## config.mk

```make
export PLATFORM = sky130hd
export DESIGN_NAME = fpnew_fclass_pipe
export DESIGN_NICKNAME = d
export VERILOG_FILES = /design/src/rtl/fpnew_fclass_pipe.sv
export SDC_FILE = /design/constraint.sdc
export NUM_CORES = 1
export LEC_CHECK = 0
export BUFFER_PORTS_ARGS = -buffer_cell sky130_fd_sc_hd__buf_2
export CAP_MARGIN = 20
export CORE_MARGIN = 1
export CORE_UTILIZATION = 37
export CTS_CLUSTER_SIZE = 10
export DETAILED_ROUTE_END_ITERATION = 6
export PLACE_DENSITY_LB_ADDON = 0.1
export SETUP_SLACK_MARGIN = 0.02
export SLEW_MARGIN = 20
export SYNTH_ARGS = -nofsm -noshare
export SYNTH_HDL_FRONTEND = slang
export SYNTH_SLANG_ARGS = --single-unit
```

## constraint.sdc

```tcl
create_clock -name clk_i -period 1.8 [get_ports clk_i]
set_input_delay 0.36 -clock clk_i [delete_from_list [all_inputs] [get_ports clk_i]]
set_output_delay 0.36 -clock clk_i [all_outputs]
set_load 0.005 [all_outputs]
```

## src/rtl/fpnew_fclass_pipe.sv

```systemverilog
// ---------------------------------------------------------------------------
// fpnew_fclass_pipe
//   Pipelined FCLASS stage. It turns one operand plus the 8-bit classifier
//   info vector into the RISC-V 10-bit one-hot class mask. The mask and an
//   opaque tag then travel through NumPipeRegs register stages that use a
//   valid/ready handshake and can be flushed.
//
// Ports
//   clk_i, rst_i        clock (rising edge) and asynchronous active-high reset
//   in_valid_i/in_ready_o   input handshake
//   operand_i           raw operand; only the sign bit matters here
//   info_i              {normal, subnormal, zero, inf, nan, snan, qnan, boxed}
//   tag_i / tag_o       tag carried alongside the operation
//   flush_i             kills every in-flight operation
//   out_valid_o/out_ready_i output handshake
//   class_o             RISC-V class mask
//   busy_o              some stage holds a valid operation
// ---------------------------------------------------------------------------
module fpnew_fclass_pipe #(
    parameter logic [2:0]  FpFormat    = 3'd0,
    parameter int unsigned NumPipeRegs = 1,
    parameter int unsigned TagWidth    = 4,
    // Format codes: 0 FP32, 1 FP64, 2 FP16, 3 FP8 (1+5+2), 4 FP16ALT (1+8+7)
    localparam int unsigned WIDTH = (FpFormat == 3'd1) ? 64 :
                                    (FpFormat == 3'd2) ? 16 :
                                    (FpFormat == 3'd3) ? 8  :
                                    (FpFormat == 3'd4) ? 16 : 32
) (
    input  logic                clk_i,
    input  logic                rst_i,
    input  logic                in_valid_i,
    output logic                in_ready_o,
    input  logic [WIDTH-1:0]    operand_i,
    input  logic [7:0]          info_i,
    input  logic [TagWidth-1:0] tag_i,
    input  logic                flush_i,
    output logic                out_valid_o,
    input  logic                out_ready_i,
    output logic [9:0]          class_o,
    output logic [TagWidth-1:0] tag_o,
    output logic                busy_o
);

    logic       sign;
    logic [9:0] mask_in;

    // Only the sign bit of the operand is relevant; the rest is classified upstream.
    logic unused_operand_bits;
    assign unused_operand_bits = ^operand_i[WIDTH-2:0];

    // NOTE: every always_comb output gets a default before any branch, so no
    // path leaves it unassigned and no latch is inferred.
    always_comb begin
        sign    = operand_i[WIDTH-1];
        // Quiet NaN doubles as the safe answer for unboxed or malformed info.
        mask_in = 10'h200;
        if (info_i[0] && ($countones(info_i[7:3]) == 1)) begin
            if (info_i[7])      mask_in = sign ? 10'h002 : 10'h040;
            else if (info_i[6]) mask_in = sign ? 10'h004 : 10'h020;
            else if (info_i[5]) mask_in = sign ? 10'h008 : 10'h010;
            else if (info_i[4]) mask_in = sign ? 10'h001 : 10'h080;
            // NaN: sign ignored; only an unambiguous signalling NaN leaves the default.
            else if (info_i[2] && !info_i[1]) mask_in = 10'h100;
        end
    end

    if (NumPipeRegs == 0) begin : gen_comb
        // Pure pass-through: no state, flush is meaningless.
        logic unused_ctrl;
        assign unused_ctrl = clk_i ^ rst_i ^ flush_i;

        assign out_valid_o = in_valid_i;
        assign in_ready_o  = out_ready_i;
        assign class_o     = mask_in;
        assign tag_o       = tag_i;
        assign busy_o      = 1'b0;
    end else begin : gen_pipe
        logic [NumPipeRegs-1:0] v_q, v_d, load;
        logic [NumPipeRegs:0]   rdy;
        logic [9:0]             mask_q [NumPipeRegs];
        logic [TagWidth-1:0]    tag_q  [NumPipeRegs];
        logic [9:0]             mask_s [NumPipeRegs];
        logic [TagWidth-1:0]    tag_s  [NumPipeRegs];

        // Stage k is ready unless it and every stage after it are full while the
        // output is stalled. Accumulating "all full" from the tail keeps the
        // chain free of a self-referencing vector.
        always_comb begin : ready_chain
            logic all_full;
            all_full         = 1'b1;
            rdy              = '0;
            rdy[NumPipeRegs] = out_ready_i;
            for (int k = int'(NumPipeRegs) - 1; k >= 0; k--) begin
                all_full = all_full & v_q[k];
                rdy[k]   = out_ready_i | ~all_full;
            end
        end

        always_comb begin
            load      = '0;
            v_d       = '0;
            mask_s[0] = mask_in;
            tag_s[0]  = tag_i;
            // A flush cycle never captures the incoming operation.
            load[0]   = in_valid_i & rdy[0] & ~flush_i;
            for (int k = 1; k < int'(NumPipeRegs); k++) begin
                mask_s[k] = mask_q[k-1];
                tag_s[k]  = tag_q[k-1];
                load[k]   = v_q[k-1] & rdy[k];
            end
            // Valid survives if refilled, or if its content cannot move on.
            for (int k = 0; k < int'(NumPipeRegs); k++) begin
                v_d[k] = ~flush_i & (load[k] | (v_q[k] & ~rdy[k+1]));
            end
        end

        // NOTE: sequential state uses non-blocking assignments so every stage
        // samples the pre-edge value of its neighbour.
        // NOTE: the data registers are reset as well, because class_o/tag_o
        // must read 0 straight out of reset.
        always_ff @(posedge clk_i or posedge rst_i) begin
            if (rst_i) begin
                v_q <= '0;
                for (int k = 0; k < int'(NumPipeRegs); k++) begin
                    mask_q[k] <= '0;
                    tag_q[k]  <= '0;
                end
            end else begin
                v_q <= v_d;
                for (int k = 0; k < int'(NumPipeRegs); k++) begin
                    if (load[k]) begin
                        mask_q[k] <= mask_s[k];
                        tag_q[k]  <= tag_s[k];
                    end
                end
            end
        end

        assign in_ready_o  = rdy[0];
        assign out_valid_o = v_q[NumPipeRegs-1];
        assign class_o     = mask_q[NumPipeRegs-1];
        assign tag_o       = tag_q[NumPipeRegs-1];
        assign busy_o      = |v_q;
    end

endmodule

```

# Word level (Yosys, flattened, before mapping)

Index checks and enable logic that the tools add are counted.

Bits in registers: 15
Latch bits: 0
Memory bits (writable): 0
Memory bits (read-only): 0
Input port bits: 49
Memories kept: 0
Output and inout port bits: 17

Multiply operators: 0
Reduce and logical (&&, ||, !) cells: 3
Magnitude comparators: 0
Divide/modulo/power cells: 0
Bitwise operators: 9
Multiplexer cells: 10
Shift-type cells: 0
Add/sub/neg operators: 4
Equality and inequality tests: 1

Operator list:

| operator                                             | number |
|---|---|
| two-way mux 10 bit                                   | 6 |
| two-way mux 8 bit                                    | 1 |
| two-way mux 7 bit                                    | 1 |
| two-way mux 6 bit                                    | 1 |
| two-way mux 5 bit                                    | 1 |
| adder 1 x 1 -> 2 bit                                 | 2 |
| adder 3 x 1 -> 4 bit                                 | 1 |
| bitwise AND 1 bit                                    | 4 |
| equality test 4 x 1 -> 1 bit (second input constant) | 1 |
| adder 2 x 2 -> 3 bit                                 | 1 |
| inverter 1 bit                                       | 3 |
| logical AND 1 bit                                    | 2 |
| bitwise OR 1 bit                                     | 2 |
| zero test 1 bit                                      | 1 |

# Depth between registers and ports, before layout

Gate-level depths: netlist of the first run.

Word-level depth: 8
Gate-level depth with buffers: 8
Mapped depth without buffers: 8

# Least setup slack after synthesis of the first run

Ideal clock, no wire load.

Kind: input-to-reg
Start point: input info_i[3]
End point: register gen_pipe.mask_q, in the netlist class_o[9]
Path buffers: 0
Data arrival time: 2.210 ns
Setup time: 0.127 ns
Data required time: 1.673 ns
Setup slack: -0.537 ns
Cell stages on the path: 8
Path through: inv_1 -> fa_1 -> fa_1 -> inv_1 -> ha_1 -> nor4b_4 -> o21ai_1 -> mux2_1

Word-level cells in the longest chain between the ends: 6

RTL lines:

| what                                       | RTL line | text |
|---|---|---|
| from (decl)                                | 34       | `input logic [7:0] info_i,` |
| adder 1 x 1 -> 2 bit (not written as such) | 57       | `if (info_i[0] && ($countones(info_i[7:3]) == 1)) begin` |
| adder 2 x 2 -> 3 bit (not written as such) | 57       |  |
| adder 3 x 1 -> 4 bit (not written as such) | 57       |  |
| equality test 4 x 1 -> 1 bit               | 57       |  |
| logical AND 1 bit                          | 57       |  |
| two-way mux 10 bit                         | 57       |  |
| to (signal, indexed assignment)            | 132      | `mask_q[k] <= mask_s[k];` |
| to (decl)                                  | 80       | `logic [9:0] mask_q [NumPipeRegs];` |

No other way between the ends.
A chain may end at the register's enable or synchronous reset.

# Final worst setup path of the first run

Start point: input info_i[4]
End point: register gen_pipe.mask_q, in the netlist class_o[7]

Word-level cells in the longest chain between the ends: 6
Elaborated cells on any way between the ends: 10

RTL lines:

| what                                       | RTL line |
|---|---|
| adder 1 x 1 -> 2 bit (not written as such) | 57 |
| adder 2 x 2 -> 3 bit (not written as such) | 57 |
| adder 3 x 1 -> 4 bit (not written as such) | 57 |
| equality test 4 x 1 -> 1 bit               | 57 |
| logical AND 1 bit                          | 57 |
| two-way mux 10 bit (*)                     | 57 |

Mark *: on every way between the ends. The rest lies on a longest branch, timed or not.

==> results.toml, run 1 <==
[place]
placed_area_mm2 = 0.00104
place_ws_ns = -0.652
place_hpwl_mm = 1.23
gp_congestion = 0.662
port_buffers = 34

[timing]
fin_hold_ws_ns = 0.121
tightest_slew_ns = 0.563
fmax_mhz = 475
max_slew_margin_pct = 62.4
drv_slew = 0
fin_ws_ns = -0.304
grt_setup_unrepaired = "yes"
setup_viol = 10
fin_crit_ns = 2.10
skew_ns = 0.00120
hold_viol = 0
finalCritPeriodShare_pct = 117

[power]
p_clk_share_pct = 25.1
irDropWorstVdd_mv = 0.326
power.switching_mw = 0.195
sw_frac_of_total_pct = 26.4
finalPower_mw = 0.741
p_leak_nw = 0.562
seqPwrFrac_pct = 50.0
p_per_area_mw_per_mm2 = 671
combPwrFrac_pct = 24.9
p_int_mw = 0.546

[cts]
clk_latency_ns = 0.27
cts_tree = "built"
clk_pin_slew_worst_paths_ns = 0.08
clockBufferDepth = 2
htreeDepth = 1
numCtsBuffers = 3
clockRootBuffer = "clkbuf_4"
cts_sinks = 15

[detailed_routing]
drc_errors = 0
vias = 655
drtIter0Drc = 14
antenna_left = 0
wirelength_mm = 1.57
drtPass1Iterations = 3
viasPerCell = 4.82
routedWlPerCell_um = 11.5

[worst_setup_path]
reg2reg_from = "busy_o"
cp_num_buf_inv = 3
max_stage_delay_ns = 0.48
crit_arrival_ns = 2.29
critical_path.max_fanout = 4
worst-endpoint-required_ns = 1.98
r2r_slack_ns = 0.44
path_delay_family = "adder cells"
rr_endpoint = "tag_o[2]"
criticalPathCategory = "in -> reg"
cp_slowest_cell = "fa_1"
crit_start = "info_i[4]"
start_kind = "primary input"
worstPathCellList = "buf_8, inv_8, fa_1, fa_2, inv_2, ha_4, nor4b_4, nand2b_1, o31ai_1"
worst_setup_path_end_kind = "register"
worstRegToRegCells = 4

[floorplanning]
die_h_um = 48.4
die_area_mm2 = 0.00234
initial_core_util_pct = 39.8
ios = 66
die_w_um = 48.4
rows = 16
core_area_mm2 = 0.00200

[yosys]
synth.most_common_cell = "dfrtp_1"
synth.area.top_cells = "dfrtp_1 47%, fa_1 5.0%, o31ai_1 4.7%, o21ai_0 4.4%, mux2_2 4.2%"
ys_ff_latch = 15
synth_fa_ha_area_share_pct = 6.59
synthesis.nets = 119
avgSynthCellArea_um2 = 11.9
synthXorXnorAreaFrac_pct = 0
netlist_instances = 67
synthMuxAreaShare_pct = 7.54
yosys.area_share.simple_pct = 15.7
synth_top_area_share_pct = 47.1
synth_top_family_by_area = "simple AND/OR/NAND/NOR gates"
synth_ff_type = "dfrtp_1"
synth_edf_count = 0
synthArstFlopShare_pct = 100
ys.warnings.count = 0
ys_seq_area_share_pct = 47.1
yosysUniqueCellTypes = 26
synth_common_cells = "15 x dfrtp_1, 8 x inv_1, 7 x o21ai_0"
synth_area_um2 = 797
synth_compound_area_share_pct = 15.1
yosysTopAreaCell = "dfrtp_1"

[final_layout]
antenna_cells = 0
utilization_pct = 55.2
fillers = 201
nets = 162
finalInstanceArea_mm2 = 0.00110
multi_input_area_um2 = 395
seq_area_um2 = 375
area_growth_syn_to_layout_pct = 38.6
drive_above_1_share_pct = 61.5

[global_routing]
track_usage_pct = 14.9
grt_first_pass_wirelength_mm = 2.69
antenna_found_initial = 0
grt_max_degree = 16
grt_overflow_total = 0
first_global_vias = 629

[min_path]
hp-class = "in -> async"

[flow_run]
maxCapViolations = 0

[outcome]
status = "finished with violations"
violations = "setup timing"
routing by layer:
layer  GRT usage, %  routed length, µm  up-vias
li1               -                  -      315
met5              0                  0        -
met1           17.8                673      318
met3           2.20                 63        2
met2           24.6                812       20
met4           10.3                 19        0
through the flow:
stage,TNS (ns),std cells
floorplan,-3.07,67
detailed placement,-5.93,131
finish,-2.32,136
global placement,-5.71,131
global route,-3.15,136
CTS,-2.22,136
sequential cells by signal, indices dropped and copies added, names as in the netlist:
register,count
tag_o,4
busy_o,1
class_o,10
layout make-up:
class | instances | area share, %
Inverter | 9 | 3.74
Timing Repair Buffer | 41 | 21.1
Multi-Input combinational cell | 40 | 35.8
Clock buffer | 4 | 2.38
Sequential cell | 15 | 34.0
Tap cell | 27 | 3.06
cell usage in the layout (no fill, tap or decap), types with 2 or more instances in the layout:
cell type / synthesis / layout
buf_2: 0 / 33
buf_4: 1 / 7
clkbuf_4: 0 / 3
dfrtp_1: 15 / 15
inv_1: 8 / 4
inv_2: 1 / 4
mux2_2: 3 / 3
mux2_4: 1 / 2
nand2_1: 3 / 2
nand2b_4: 2 / 2
nor2_1: 2 / 2
o21ai_0: 7 / 7
o31ai_1: 5 / 3
o31ai_2: 2 / 4
kinds of logic (layout without fill, tap and decap cells):
logic type      Yosys count  count (layout)
compound gates           17              17
fa+ha+maj                 3               3
buf+inv                  12              54
flops                    15              15
mux                       5               5
simple gates             15              15
how the worst max path moves through the flow:
stage | endpoint | slack, ns | cells past startpoint
2_1_floorplan | class_o[9] | -0.39 | 8
3_3_place_gp | class_o[7] | -0.62 | 9
3_5_place_dp | class_o[3] | -0.65 | 9
4_1_cts | class_o[3] | -0.28 | 9
5_1_grt | class_o[7] | -0.38 | 9
6_report | class_o[7] | -0.30 | 9
power groups by stage:
stage                     registers (mW)  logic [mW]  clock network [mW]
after floorplan                    0.381       0.105                   0
after global placement             0.376       0.174                   0
after detailed placement           0.378       0.176                   0
after CTS                          0.371       0.181               0.196
after global routing               0.375       0.204               0.209
final                              0.371       0.185               0.186
timing repair:
| action | in CTS | in global routing |
|---|---|---|
| setup buffers | 1 | 0 |
| hold buffers | 0 | 0 |
| resized for setup | 3 | 5 |
| setup endpoints to repair | 10 | 10 |
Power figures use the tool's default switching activity.
==> run 2, diff against run 1 <==
--- a/config.mk
+++ b/config.mk
@@ -7,8 +7,9 @@
 export LEC_CHECK = 0
 export BUFFER_PORTS_ARGS = -buffer_cell sky130_fd_sc_hd__buf_2
 export CAP_MARGIN = 20
+export CORE_ASPECT_RATIO = 0.6
 export CORE_MARGIN = 1
-export CORE_UTILIZATION = 37
+export CORE_UTILIZATION = 25
 export CTS_CLUSTER_SIZE = 10
 export DETAILED_ROUTE_END_ITERATION = 6
 export PLACE_DENSITY_LB_ADDON = 0.1
==> constraint.sdc (replaced) <==
create_clock -name clk_i -period 2.1 [get_ports clk_i]
set_input_delay 0.42 -clock clk_i [delete_from_list [all_inputs] [get_ports clk_i]]
set_output_delay 0.42 -clock clk_i [all_outputs]
set_load 0.005 [all_outputs]
==> run 2 against run 1 <==
Critical path depth unchanged. Die area up 46%. First-iteration DRC count down 43%. Non-clock buffer count down 3. Final area up 1.4%. Critical path type unchanged. The flow still finishes with violations (setup timing). Clock skew up 0.0010 ns.
==> results.toml, run 2 (synthesized netlist as in run 1, its figures left out) <==
[min_path]
hp-class = "in -> async"

[worst_setup_path]
worst_setup_path_end_kind = "register"
worstRegToRegCells = 4
cp_num_buf_inv = 3
worstPathCellList = "buf_8, inv_8, fa_1, fa_2, inv_2, ha_4, nor4b_4, nand2b_1, o31ai_1"
max_stage_delay_ns = 0.49
reg2reg_from = "busy_o"
cp_slowest_cell = "fa_1"
start_kind = "primary input"
rr_endpoint = "tag_o[0]"
criticalPathCategory = "in -> reg"
worst-endpoint-required_ns = 2.25
r2r_slack_ns = 0.72
critical_path.max_fanout = 4
crit_start = "info_i[4]"
crit_arrival_ns = 2.41
path_delay_family = "adder cells"

[timing]
max_slew_margin_pct = 61.5
fmax_mhz = 443
finalCritPeriodShare_pct = 107
hold_viol = 0
skew_ns = 0.00220
fin_hold_ws_ns = 0.226
tightest_slew_ns = 0.577
fin_tns_setup_ns = -0.896
fin_ws_ns = -0.156
setup_viol = 9
fin_crit_ns = 2.26
grt_setup_unrepaired = "yes"
drv_slew = 0

[power]
power.switching_mw = 0.182
p_per_area_mw_per_mm2 = 632
p_clk_share_pct = 32.8
combPwrFrac_pct = 22.2
p_int_mw = 0.526
seqPwrFrac_pct = 45.0
irDropWorstVdd_mv = 0.343
p_leak_nw = 0.556
sw_frac_of_total_pct = 25.7

[detailed_routing]
routedWlPerCell_um = 12.4
viasPerCell = 4.32
drtIter0Drc = 8
wirelength_mm = 1.84
vias = 640
drtPass1Iterations = 4
antenna_left = 0
drc_errors = 0

[final_layout]
utilization_pct = 38.0
final_cell_mix = "33 x buf_2, 15 x dfrtp_1, 7 x o21ai_0"
largest_reg_flops = 10
area_growth_syn_to_layout_pct = 40.5
antenna_cells = 0
drive_above_1_share_pct = 60.4
layout_commonest_cell = "buf_2"
nets = 159
final_cells = 148
finalInstanceArea_mm2 = 0.00112

[cts]
holdBufCountCts = 0
htreeDepth = 1
clk_pin_slew_worst_paths_ns = 0.06
clockRootBuffer = "clkbuf_8"
cts_sinks = 15
clockBufferDepth = 2
numCtsBuffers = 3
cts_tree = "built"
clk_latency_ns = 0.24

[global_routing]
grt_overflow_total = 0
grt_first_pass_wirelength_mm = 2.86
track_usage_pct = 11.8
antenna_found_initial = 0
grt_max_degree = 16
first_global_vias = 599

[floorplanning]
die_w_um = 74.9
rows = 15
die_area_mm2 = 0.00343
initial_core_util_pct = 27.0
ios = 66
die_h_um = 45.7
core_area_mm2 = 0.00295

[place]
port_buffers = 34
place_hpwl_mm = 1.39
placed_area_mm2 = 0.00104
gp_congestion = 0.740
dp_cells = 144

[outcome]
violations = "setup timing"
status = "finished with violations"

[flow_run]
maxCapViolations = 0
-- run 2: worst max path at each step --
stage,to,cells past startpoint
after floorplan,class_o[9],8
after global placement,class_o[7],9
after detailed placement,class_o[7],9
after CTS,class_o[7],9
after global routing,class_o[4],9
final,class_o[7],9
-- run 2: power groups by stage --
stage	Clock [mW]	Sequential (mW)	Combinational, mW
after CTS	0.242	0.319	0.159
final	0.232	0.319	0.157
after detailed placement	0	0.324	0.151
after floorplan	0	0.327	0.0899
after global placement	0	0.323	0.149
after global routing	0.257	0.320	0.174
-- run 2: per-stage QoR --
| step | total power, mW | setup WS (ns) |
|---|---|---|
| detailed placement | 0.475 | -0.460 |
| global route | 0.751 | -0.212 |
| CTS | 0.720 | -0.133 |
| floorplan | 0.416 | -0.152 |
| finish | 0.708 | -0.156 |
| global placement | 0.472 | -0.428 |
-- run 2: metal layers --
| metal | routed length, µm | vias to the layer above | track usage (%) |
|---|---|---|---|
| met3 | 126 | 0 | 5.75 |
| met2 | 767 | 24 | 16.2 |
| met5 | 0 | - | 0 |
| met1 | 946 | 303 | 16.7 |
| met4 | 0 | 0 | 1.89 |
| li1 | - | 313 | - |
-- run 2: what timing repair did --
item                       in CTS  in global routing
hold endpoints to repair        0                  0
resized for setup               7                  1
setup endpoints to repair      10                 10
buffers inserted                0                  0
pin swaps                       1                  1
-- run 2: layout make-up --
class	instances	area [µm²]
clock buffer	4	45.0
fill	318	1830
inverter	9	41.3
multi-input combinational	40	395
sequential	15	375
tap	42	52.6
timing repair buffer	38	210
==> run 3, diff against run 2 <==
--- a/config.mk
+++ b/config.mk
@@ -5,6 +5,7 @@
 export SDC_FILE = /design/constraint.sdc
 export NUM_CORES = 1
 export LEC_CHECK = 0
+export ABC_CLOCK_PERIOD_IN_PS = 2100
 export BUFFER_PORTS_ARGS = -buffer_cell sky130_fd_sc_hd__buf_2
 export CAP_MARGIN = 20
 export CORE_ASPECT_RATIO = 0.6
@@ -12,7 +13,7 @@
 export CORE_UTILIZATION = 25
 export CTS_CLUSTER_SIZE = 10
 export DETAILED_ROUTE_END_ITERATION = 6
-export PLACE_DENSITY_LB_ADDON = 0.1
+export PLACE_DENSITY = 0.67
 export SETUP_SLACK_MARGIN = 0.02
 export SLEW_MARGIN = 20
 export SYNTH_ARGS = -nofsm -noshare
==> run 3 against run 2 <==
The run still ends with setup timing left. Utilization rose by 0.42 points. Clock power barely moved. Hold slack got worse by 0.0042 ns.
==> results.toml, run 3 (synthesized netlist as in run 1, its figures left out) <==
[detailed_routing]
vias = 639
viasPerCell = 4.29
antenna_left = 0
drtPass1Iterations = 4
drtIter0Drc = 9
routedWlPerCell_um = 12.0
wirelength_mm = 1.78
drc_errors = 0

[final_layout]
layout_commonest_cell = "buf_2"
fillers = 297
area_growth_syn_to_layout_pct = 42.1
final_cell_mix = "33 x buf_2, 15 x dfrtp_1, 7 x o21ai_0"
largest_reg_flops = 10
antenna_cells = 0
finalInstanceArea_mm2 = 0.00113
drive_above_1_share_pct = 61.7
nets = 160

[timing]
max_slew_margin_pct = 62.3
fin_ws_ns = -0.120
grt_setup_unrepaired = "yes"
finalCritPeriodShare_pct = 106
hold_viol = 0
fin_crit_ns = 2.22
drv_slew = 0
tightest_slew_ns = 0.564
fin_hold_ws_ns = 0.222
skew_ns = 0.00141
setup_viol = 8
fin_tns_setup_ns = -0.664
fmax_mhz = 450

[min_path]
hp-class = "in -> async"

[floorplanning]
rows = 15
core_area_mm2 = 0.00295
die_area_mm2 = 0.00343
initial_core_util_pct = 27.0
die_w_um = 74.9
die_h_um = 45.7
ios = 66

[worst_setup_path]
worstRegToRegCells = 4
r2r_slack_ns = 0.70
critical_path.max_fanout = 4
reg2reg_from = "busy_o"
worst_setup_path_end_kind = "register"
crit_arrival_ns = 2.37
start_kind = "primary input"
worst-endpoint-required_ns = 2.25
criticalPathCategory = "in -> reg"
max_stage_delay_ns = 0.48
rr_endpoint = "tag_o[0]"
cp_slowest_cell = "fa_1"
worstPathCellList = "buf_8, inv_8, fa_1, fa_2, inv_2, ha_4, nor4b_4, nand2b_1, o31ai_1"

[global_routing]
track_usage_pct = 11.9
antenna_found_initial = 0
first_global_vias = 603
grt_overflow_total = 0
grt_max_degree = 16
grt_first_pass_wirelength_mm = 2.79

[outcome]
violations = "setup timing"
status = "finished with violations"

[cts]
numCtsBuffers = 3
holdBufCountCts = 0
clockRootBuffer = "clkbuf_8"
clk_latency_ns = 0.24
htreeDepth = 1
cts_tree = "built"
cts_sinks = 15
clockBufferDepth = 2
clk_pin_slew_worst_paths_ns = 0.06

[power]
combPwrFrac_pct = 22.5
p_clk_share_pct = 32.3
p_leak_nw = 0.562
irDropWorstVdd_mv = 0.273
finalPower_mw = 0.708
p_per_area_mw_per_mm2 = 625
sw_frac_of_total_pct = 25.5
p_int_mw = 0.527
power.switching_mw = 0.180
seqPwrFrac_pct = 45.2

[place]
place_hpwl_mm = 1.46
port_buffers = 34
gp_congestion = 0.702
placed_area_mm2 = 0.00104

[flow_run]
maxCapViolations = 0
[run 3: timing repair]
| item | CTS | global route |
|---|---|---|
| endpoints found under the setup margin | 10 | 10 |
| resized for setup | 7 | 2 |
| pin swaps | 3 | 1 |
| buffers inserted | 1 | 0 |
| cloned | 0 | 0 |
[run 3: stage by stage]
step	worst slack (ns)	instances	utilization [%]
floorplan	-0.152	67	-
global placement	-0.403	144	35.4
detailed placement	-0.453	144	35.4
CTS	-0.109	149	38.0
global route	-0.181	149	38.4
finish	-0.120	149	38.4
[run 3: cell type report]
cell class / instances / area [µm²] / share of cell area (%)
Multi-Input combinational cell: 40 / 400 / 35.4
Sequential cell: 15 / 375 / 33.1
Timing Repair Buffer: 39 / 218 / 19.2
Tap cell: 42 / 52.6 / 4.64
Clock buffer: 4 / 45.0 / 3.98
Inverter: 9 / 41.3 / 3.65
[run 3: how the worst max path moves through the flow]
stage                     slack (ns)      start          to  cells past startpoint
after floorplan                -0.15  info_i[4]  class_o[9]                      8
after global placement         -0.40  info_i[4]  class_o[9]                      9
after detailed placement       -0.45  info_i[4]  class_o[2]                      9
after CTS                      -0.11  info_i[4]  class_o[4]                      9
after global routing           -0.18  info_i[4]  class_o[5]                      9
final                          -0.12  info_i[4]  class_o[4]                      9
[run 3: worst max-delay path: cells and delay by family]
family | cells | cell delay [ns]
compound gates | 1 | 0.23
simple gates | 2 | 0.52
fa+ha+maj | 3 | 1.02
buf+inv | 3 | 0.19
[run 3: power groups by stage]
stage                     sequential [mW]  combinational, mW  clock, mW
final                               0.320              0.159      0.229
after CTS                           0.320              0.160      0.236
after global placement              0.323              0.147          0
after floorplan                     0.327             0.0899          0
after detailed placement            0.324              0.151          0
after global routing                0.323              0.174      0.253
[run 3: per-layer routing]
metal	GRT usage (%)	wire (µm)
met1	14.9	841
met4	2.26	0
met5	0	0
met2	18.4	811
met3	6.19	129
